**config.mk**
```make
export PLATFORM = sky130hd
export DESIGN_NAME = uart_tx_arbiter_flat
export DESIGN_NICKNAME = d
export VERILOG_FILES = /design/src/rtl/uart_tx_arbiter_if.sv /design/src/rtl/uart_tx_arbiter.sv /design/src/flat_wrapper.sv
export SDC_FILE = /design/constraint.sdc
export NUM_CORES = 1
export LEC_CHECK = 0
export BUFFER_PORTS_ARGS = -buffer_cell sky130_fd_sc_hd__buf_2
export CAP_MARGIN = 20
export CORE_MARGIN = 10
export CORE_UTILIZATION = 40
export CTS_BUF_LIST = sky130_fd_sc_hd__clkbuf_16
export DETAILED_ROUTE_END_ITERATION = 6
export PLACE_DENSITY = 0.69
export SETUP_SLACK_MARGIN = 0.4
export SYNTH_ARGS = -nofsm -noshare
export SYNTH_HDL_FRONTEND = slang
export SYNTH_SLANG_ARGS = --single-unit
```
**constraint.sdc**
```tcl
create_clock -name clk -period 2.6 [get_ports clk]
set_clock_uncertainty 0.1 [all_clocks]
set_input_delay 0.52 -clock clk [delete_from_list [all_inputs] [get_ports clk]]
set_output_delay 0.52 -clock clk [all_outputs]
set_load 0.01 [all_outputs]
```
**src/rtl/uart_tx_arbiter_if.sv**
```systemverilog
// Requester / TX-core signal bundle for uart_tx_arbiter.
// The master modport is the arbiter; the slave modport is the client and TX-core side.
interface uart_tx_arbiter_if #(
  parameter int NUM_REQ = 4,
  parameter int DATA_W  = 8
);
  localparam int IW = $clog2(NUM_REQ);

  logic [NUM_REQ-1:0]        req_valid;
  logic [NUM_REQ*DATA_W-1:0] req_data;
  logic [NUM_REQ-1:0]        req_ack;
  logic                      tx_start;
  logic [DATA_W-1:0]         tx_data;
  logic                      tx_busy;
  logic                      tx_done;
  logic [IW-1:0]             grant_id;
  logic                      arb_busy;
  logic                      done_pulse;
  logic                      err_pulse;

  modport master (
    input  req_valid, req_data, tx_busy, tx_done,
    output req_ack, tx_start, tx_data, grant_id, arb_busy, done_pulse, err_pulse
  );

  modport slave (
    output req_valid, req_data, tx_busy, tx_done,
    input  req_ack, tx_start, tx_data, grant_id, arb_busy, done_pulse, err_pulse
  );
endinterface

```
**src/rtl/uart_tx_arbiter.sv**
```systemverilog
// Round-robin arbiter sharing one UART TX core among NUM_REQ byte requesters.
// Optional START/BUSY watchdog enabled by defining UART_ARB_TIMEOUT_EN.
module uart_tx_arbiter #(
  parameter int NUM_REQ        = 4,
  parameter int DATA_W         = 8,
  parameter int TIMEOUT_CYCLES = 200000
) (
  input  logic               clk,
  input  logic               rst,
  uart_tx_arbiter_if.master  bus
);
  localparam int IW = $clog2(NUM_REQ);

  typedef enum logic [1:0] {IDLE, START, BUSY, DONE} state_t;

  state_t              state, state_nxt;
  logic [IW-1:0]       rr_ptr;
  logic [IW-1:0]       winner;
  logic                found;
  logic                armed;
  logic                timeout;
  logic [NUM_REQ-1:0]  ack_q;
  logic [DATA_W-1:0]   data_q;
  logic [IW-1:0]       grant_q;

  function automatic logic [IW-1:0] rr_index(input logic [IW-1:0] base, input int k);
    return IW'((int'(base) + k) % NUM_REQ);
  endfunction

  function automatic logic [IW-1:0] next_id(input logic [IW-1:0] id);
    return (id == IW'(NUM_REQ - 1)) ? '0 : id + 1'b1;
  endfunction

  // Scan from the farthest offset down so the closest requester to rr_ptr wins.
  always_comb begin
    // NOTE: every combinational output gets a default first, so no path can infer a latch.
    found  = 1'b0;
    winner = '0;
    for (int k = NUM_REQ - 1; k >= 0; k--) begin
      if (bus.req_valid[rr_index(rr_ptr, k)]) begin
        found  = 1'b1;
        winner = rr_index(rr_ptr, k);
      end
    end
  end

  always_comb begin
    state_nxt = state;
    case (state)
      IDLE:    if (found) state_nxt = START;
      START:   if (timeout) state_nxt = IDLE;
               else if (bus.tx_busy) state_nxt = BUSY;
      BUSY:    if (timeout) state_nxt = IDLE;
               else if (armed && bus.tx_done) state_nxt = DONE;
      DONE:    state_nxt = IDLE;
      default: state_nxt = IDLE;
    endcase
  end

  always_ff @(posedge clk) begin
    // NOTE: sequential state uses non-blocking assignments so every register samples pre-edge values.
    if (rst) begin
      state   <= IDLE;
      rr_ptr  <= '0;
      armed   <= 1'b0;
      ack_q   <= '0;
      data_q  <= '0;
      grant_q <= '0;
    end else begin
      state <= state_nxt;
      ack_q <= '0;
      if (state == IDLE && found) begin
        data_q  <= bus.req_data[int'(winner)*DATA_W +: DATA_W];
        grant_q <= winner;
        ack_q   <= NUM_REQ'(1) << winner;
      end
      // tx_done must be seen low inside BUSY before a high sample counts as completion.
      if (state != BUSY)    armed <= 1'b0;
      else if (!bus.tx_done) armed <= 1'b1;
      if (state == DONE || timeout) rr_ptr <= next_id(grant_q);
    end
  end

`ifdef UART_ARB_TIMEOUT_EN
  localparam int CW = $clog2(TIMEOUT_CYCLES);
  logic [CW-1:0] tmo_cnt;
  logic          err_q;

  always_ff @(posedge clk) begin
    if (rst) begin
      tmo_cnt <= '0;
      err_q   <= 1'b0;
    end else begin
      err_q <= timeout;
      if (state == IDLE) tmo_cnt <= '0;
      else if (state == START || state == BUSY) tmo_cnt <= tmo_cnt + 1'b1;
    end
  end

  assign timeout       = (state == START || state == BUSY) && (tmo_cnt == CW'(TIMEOUT_CYCLES - 1));
  assign bus.err_pulse = err_q;
`else
  assign timeout       = 1'b0;
  assign bus.err_pulse = 1'b0;
`endif

  assign bus.req_ack    = ack_q;
  assign bus.tx_data    = data_q;
  assign bus.grant_id   = grant_q;
  assign bus.tx_start   = (state == START);
  assign bus.arb_busy   = (state != IDLE);
  assign bus.done_pulse = (state == DONE);
endmodule

```
**src/flat_wrapper.sv**
```systemverilog
// flat-port wrapper written by rule: the top's interface ports become plain ports
module uart_tx_arbiter_flat 
#(
  parameter int NUM_REQ        = 4,
  parameter int DATA_W         = 8,
  parameter int TIMEOUT_CYCLES = 200000
)
  (clk, rst, bus_req_valid, bus_req_data, bus_tx_busy, bus_tx_done, bus_req_ack, bus_tx_start, bus_tx_data, bus_grant_id, bus_arb_busy, bus_done_pulse, bus_err_pulse);
  uart_tx_arbiter_if #(.NUM_REQ(NUM_REQ), .DATA_W(DATA_W)) bus_i ();
  input  logic clk;
  input  logic rst;
  input wire logic [$bits(bus_i.req_valid)-1:0] bus_req_valid;
  input wire logic [$bits(bus_i.req_data)-1:0] bus_req_data;
  input wire logic [$bits(bus_i.tx_busy)-1:0] bus_tx_busy;
  input wire logic [$bits(bus_i.tx_done)-1:0] bus_tx_done;
  output wire logic [$bits(bus_i.req_ack)-1:0] bus_req_ack;
  output wire logic [$bits(bus_i.tx_start)-1:0] bus_tx_start;
  output wire logic [$bits(bus_i.tx_data)-1:0] bus_tx_data;
  output wire logic [$bits(bus_i.grant_id)-1:0] bus_grant_id;
  output wire logic [$bits(bus_i.arb_busy)-1:0] bus_arb_busy;
  output wire logic [$bits(bus_i.done_pulse)-1:0] bus_done_pulse;
  output wire logic [$bits(bus_i.err_pulse)-1:0] bus_err_pulse;
  assign bus_i.req_valid = bus_req_valid;
  assign bus_i.req_data = bus_req_data;
  assign bus_i.tx_busy = bus_tx_busy;
  assign bus_i.tx_done = bus_tx_done;
  assign bus_req_ack = bus_i.req_ack;
  assign bus_tx_start = bus_i.tx_start;
  assign bus_tx_data = bus_i.tx_data;
  assign bus_grant_id = bus_i.grant_id;
  assign bus_arb_busy = bus_i.arb_busy;
  assign bus_done_pulse = bus_i.done_pulse;
  assign bus_err_pulse = bus_i.err_pulse;
  uart_tx_arbiter #(.NUM_REQ(NUM_REQ), .DATA_W(DATA_W), .TIMEOUT_CYCLES(TIMEOUT_CYCLES)) u_core (.clk(clk), .rst(rst), .bus(bus_i));
endmodule
```
# Yosys cells after proc, flatten, opt, wreduce, memory -nomap -nowiden
# Cells that the tools add are included.
[totals]
inputBits = 40
register_bits = 19
elab_cells = 53
output_inout_bits = 18
[op_classes]
n_shift = 2
reduce_logical = 7
mux = 21
bitwise = 1
add_sub_neg = 4
eq_ne = 8
order_cmp = 4
[ops]
columns = ["operator", "n"]
rows = [
  ["$shiftx A32 B6 Y8", 1],
  ["$mux W2", 8],
  ["$lt A2 B3 Y1 const B", 4],
  ["$bmux W1 S2", 4],
  ["$mux W1", 8],
  ["$pmux W2 S4", 1],
  ["$eq A2 B2 Y1 const B", 3],
  ["$add A2 B1 Y2 const B", 2],
  ["$add A2 B2 Y2 const B", 2],
  ["$ne A2 B1 Y1 const B", 2],
  ["$ne A2 B2 Y1 const B", 2],
  ["$reduce_or A2 Y1", 2],
  ["$shl A1 B2 Y4 const A", 1],
  ["$reduce_and A3 Y1", 1],
  ["$eq A2 B1 Y1 const B", 1],
  ["$logic_and A1 B1 Y1", 2],
  ["$logic_not A2 Y1", 1],
  ["$reduce_bool A2 Y1", 1],
  ["$not A1 Y1", 1],
]

# Depth between registers and ports, before layout
[depth]
word_depth = 10
mapped_depth = 7
depth_no_buf = 7

# Worst setup path before layout
# OpenSTA, ideal clock, no wires.
[synth_path]
path_type = "input to register"
start = "input port bus_req_valid[2]"
end = "register u_core.data_q[1] (netlist: u_core.bus.tx_data[1])"
arrival_time_ns = 1.758
setup_ns = 0.121
stages = 6
required_time_ns = 2.379
path_buffers = 1
slack_ns = 0.621
path_cell_list = "nor2b_1 > a2111oi_4 > nor2_2 > buf_6 > a221oi_2 > o21ai_1"
[synth_via]
elab_chain_len = 7
word_cells_on_any_way = 18
cone_classes = "1 x shift; 16 x mux; 1 x reduce/logical"
[synth_lines]
columns = ["element", "line", "rtl"]
rows = [
  ["from (decl)", "flat_wrapper.sv:12", "input wire logic [$bits(bus_i.req_valid)-1:0] bus_req_valid;"],
  ["$bmux W1 S2", "uart_tx_arbiter.sv:40", "if (bus.req_valid[rr_index(rr_ptr, k)]) begin"],
  ["$mux W1 (implied by the code)", "uart_tx_arbiter.sv:40", ""],
  ["$mux W2 or $mux W1 (tied branches) (4 in a row)", "uart_tx_arbiter.sv:40", ""],
  ["$shiftx A32 B6 Y8 or $logic_and A1 B1 Y1 (tied branches)", "uart_tx_arbiter.sv:73, uart_tx_arbiter.sv:72", ""],
  ["to (signal assigned)", "uart_tx_arbiter.sv:73", "data_q <= bus.req_data[int'(winner)*DATA_W +: DATA_W];"],
  ["to (decl)", "uart_tx_arbiter.sv:23", "logic [DATA_W-1:0] data_q;"],
]
# Several ways; a longest one is shown, not always the timed one. The select of a mux whose other input is x is not followed.
# A chain may end at the register's enable or synchronous reset.

# Worst setup path after layout
[layout_path]
start = "register u_core.state[0]"
end = "register u_core.data_q[1] (netlist: u_core.bus.tx_data[1])"
[layout_via]
elab_chain_len = 2
[layout_lines]
columns = ["element", "line", "rtl"]
rows = [
  ["from (decl)", "uart_tx_arbiter.sv:16", "state_t state, state_nxt;"],
  ["from (signal assigned)", "uart_tx_arbiter.sv:70", "state <= state_nxt;"],
  ["$logic_not A2 Y1", "uart_tx_arbiter.sv:72", "if (state == IDLE && found) begin"],
  ["$logic_and A1 B1 Y1", "uart_tx_arbiter.sv:72", ""],
]
# Every way passes these cells.

==> impl_metrics.csv <==
group,metric,value,unit
status,status,"complete, no violations",
die,initial_utilization,41.0,%
setup_path,cp-start-kind,"flip-flop",
setup_path,crit_type,"reg -> reg",
setup_path,max_stage_delay,0.46,ns
pwr,vdd_ir_drop_max,0.329,mV
routing,drc,0,
grt,gr-usage-all-layers,12.6,%
yosys,synth_top_family_by_area,"simple AND/OR/NAND/NOR gates",
yosys,synth_top_cell_by_area,"dfxtp_1",
clock_tree,root_buffer,"clkbuf_16",
setup_path,crit_buf_inv,2,
layout,final_area,0.00165,sq mm
routing,dr.pass1.iters,4,
layout,n_antenna_cell,0,
die,die_x,75.5,um
layout,layout-drive-gt1-share,41.3,%
routing,routedWlPerCell,16.1,um
grt,antenna_found_initial,0,
timing,hold_viol,0,
layout,area_growth,34.0,%
yosys,yosys_warnings,0,
setup_path,critical-path-top-delay-family,"simple AND/OR/NAND/NOR gates",
yosys,synthSimpleGateAreaFrac,30.0,%
timing,drv_slew,0,
timing,setup_tns,0,ns
timing,fin_crit_sh,77.7,%
placed_design,gp_congestion,0.875,
grt,gr-total-overflow,0,
timing,fin_hold_ws,0.351,ns
timing,fin_ws,0.581,ns
grt,grt_max_degree,19,
setup_path,rrSetupSlack,0.58,ns
setup_path,worst_path_most_repeated_cell,"inv_1",
grt,use_met1,13.8,%
yosys,synth_fa_ha_area_share,5.08,%
yosys,synth_xor_area_share,0,%
yosys,syn_inst,137,
yosys,synthMuxAreaShare,1.63,%
placed_design,placed_cell_area,0.00153,sq mm
layout,fin_nets,242,
routing,drt-total-wl,3680,um
setup_path,cp.arrival,2.10,ns
pwr,power_leakage,0.764,nW
timing,rsz0062_at_grt,"false",
clock_tree,cts_made_buffers,3,
die,die_h,75.5,um
clock_tree,hold_buffers,0,
timing,min_period,2.02,ns
yosys,yosysSeqAreaShare,30.9,%
setup_path,path_cells,"inv_1, ha_1, inv_1, or3_1, nor3b_4, a221oi_1, o21ai_1",
pwr,p_per_area,771,mW/mm^2
pwr,p_int,0.000810,W
grt,grt_pass1_wl,5640,um
yosys,synthDistinctLibCells,36,
yosys,avgSynthCellArea,8.99,sq um
grt,grt_pass1_vias,1252,
setup_path,r2r_start,"u_core.state[0]",
clock_tree,cts.sinks,19,
routing,via_per_inst,5.46,
hold_path,min_from,"u_core.bus.tx_data[7]",
setup_path,crit_slowest_cell,"or3_1",
die,design.core.area,0.00300,sq mm
placed_design,place.port_buffers,56,
clock_tree,cts_max_level,1,
grt,met2_usage,21.7,%
grt,grt_use_met3,5.60,%
placed_design,hpwl,2990,um
yosys,syn-cell-area,0.00123,sq mm
die,ios,58,
hold_path,min_path_type,"reg -> reg",
job,maxCapViolCount,0,
setup_path,required,2.68,ns
pwr,seqPwrFrac,32.9,%
routing,first_iter_violations,95,
pwr,p_sw,0.000463,W
placed_design,dp_slack,0.211,ns
clock_tree,path_clk_slew,0.05,ns
setup_path,end_kind,"flip-flop",
clock_tree,clk_path_buf_depth,2,
pwr,switching_share,36.4,%
hold_path,min_path_cells,2,
timing,worst_pin_slew,0.620,ns
setup_path,r2r_end,"u_core.bus.tx_data[1]",
grt,top_usage_layer,"met2",
pwr,p_comb_share,42.6,%
die,rows,20,
die,dieArea,0.00570,sq mm
clock_tree,clock_latency,0.25,ns
routing,vias,1250,
timing,setup_viol,0,
timing,fmax,0.495,GHz
setup_path,r2r_cells,7,
timing,max_slew_margin,58.4,%
yosys,synth_nets,182,
yosys,synth_seq_cells,19,
yosys,synth-compound-area-share,26.7,%
pwr,power.share.clock,24.6,%
layout,fill_cells,298,
hold_path,worstHoldEndpoint,"u_core.bus.tx_data[7]",
routing,antenna_left,0,
yosys,yosys.area.top_type_share,30.9,%
setup_path,path_max_fanout,9,
clock_tree,cts_tree,"done",
yosys,synthTopCellsByArea,"dfxtp_1 31%, a221oi_2 8.5%, a221oi_1 6.4%",
## synth_stat cells, drive strengths merged
library cell	instances
and2	8
mux2i	2
a2111oi	1
or2	1
inv	6
a21o	2
nor4	2
conb	1
clkbuf	1
o21ai	10
a211oi	2
nor3	4
dfxtp	19
o21bai	1
nor2	10
and2b	4
a222oi	1
nor3b	10
a21oi	2
nand2	11
and3	2
or3	1
buf	6
o21ba	1
ha	5
nor2b	8
a221oi	16
## metal layers
layer | wire (um) | part of all wire [%]
met1 | 1460 | 40
met4 | 36 | 0.98
met3 | 394 | 11
met2 | 1800 | 49
met5 | 0 | 0
## final cells by class
cell class	count	area, sq um	area share, %
timing repair buffer	62	325	19.7
sequential	19	380	23.0
inverter	6	22.5	1.36
tap	33	41.3	2.50
clock buffer	3	75.1	4.55
clock inverter	1	5.00	0.303
multi-input combinational	105	801	48.5
## tightest hold or removal path, cell delays in order, from the launching register on
cell and delay [ns]:
dfxtp_1 0.31, nand2_1 0.05, o21ai_1 0.05
## through the flow
step,util [%],cells,power (W)
global placement,51.0,222,0.000935
floorplan,-,137,0.000775
global route,55.0,229,0.00136
CTS,53.7,226,0.00128
detailed placement,51.0,222,0.000965
finish,55.0,229,0.00127
## power groups by stage
stage / logic [W] / clock network (W) / registers, W
after floorplan: 0.000330 / 0 / 0.000445
after global placement: 0.000518 / 0 / 0.000418
after detailed placement: 0.000542 / 0 / 0.000424
after CTS: 0.000542 / 0.000320 / 0.000418
after global routing: 0.000601 / 0.000337 / 0.000426
final: 0.000542 / 0.000313 / 0.000419
## kinds of logic (layout without fill, tap and decap cells)
kind of cell	Yosys count	in the layout
AO/OA/AOI/OAI	36	36
multiplexers	2	2
AND/OR/NAND/NOR	61	61
buffers and inverters	13	72
other	1	1
flip-flops	19	19
adder cells (fa/ha/maj)	5	5
## state kept, by name, summed over array words and instances (netlist names)
signal / flops
u_core.bus.tx_data: 8
u_core.state: 2
u_core.bus.grant_id: 2
u_core.rr_ptr: 2
u_core.bus.req_ack: 4
u_core.armed: 1
## worst max-delay path by stage
stage                startpoint                    end  cells past startpoint
3_5_place_dp   bus_req_valid[2]  u_core.bus.tx_data[0]                      6
3_3_place_gp   bus_req_valid[2]  u_core.bus.tx_data[0]                      6
4_1_cts         u_core.state[1]  u_core.bus.tx_data[1]                      7
2_1_floorplan  bus_req_valid[2]  u_core.bus.tx_data[1]                      6
5_1_grt        bus_req_valid[0]  u_core.bus.tx_data[0]                      6
6_report        u_core.state[0]  u_core.bus.tx_data[1]                      7
## cell usage in the layout (no fill, tap or decap), types with 2 or more instances in the layout
cell,n
a21oi_1,2
nor2_1,8
a221oi_1,9
nor3_1,4
buf_2,56
nand2_1,11
o21ai_1,8
dfxtp_1,19
nor2b_1,8
nor3b_1,9
a221oi_2,7
ha_1,5
and3_1,2
clkbuf_16,3
and2_1,8
mux2i_1,2
buf_4,6
and2b_1,3
nor2_4,2
inv_1,6
a211oi_1,2
a21o_1,2
o21ai_0,2
## repair_timing
item | 4_1_cts | 5_1_grt
setup buffers | 0 | 3
gates resized for setup | 0 | 3
endpoints found under the setup margin | 0 | 8
endpoints found under the hold margin | 0 | 0
Note: power is estimated with default switching activity, not from simulation.
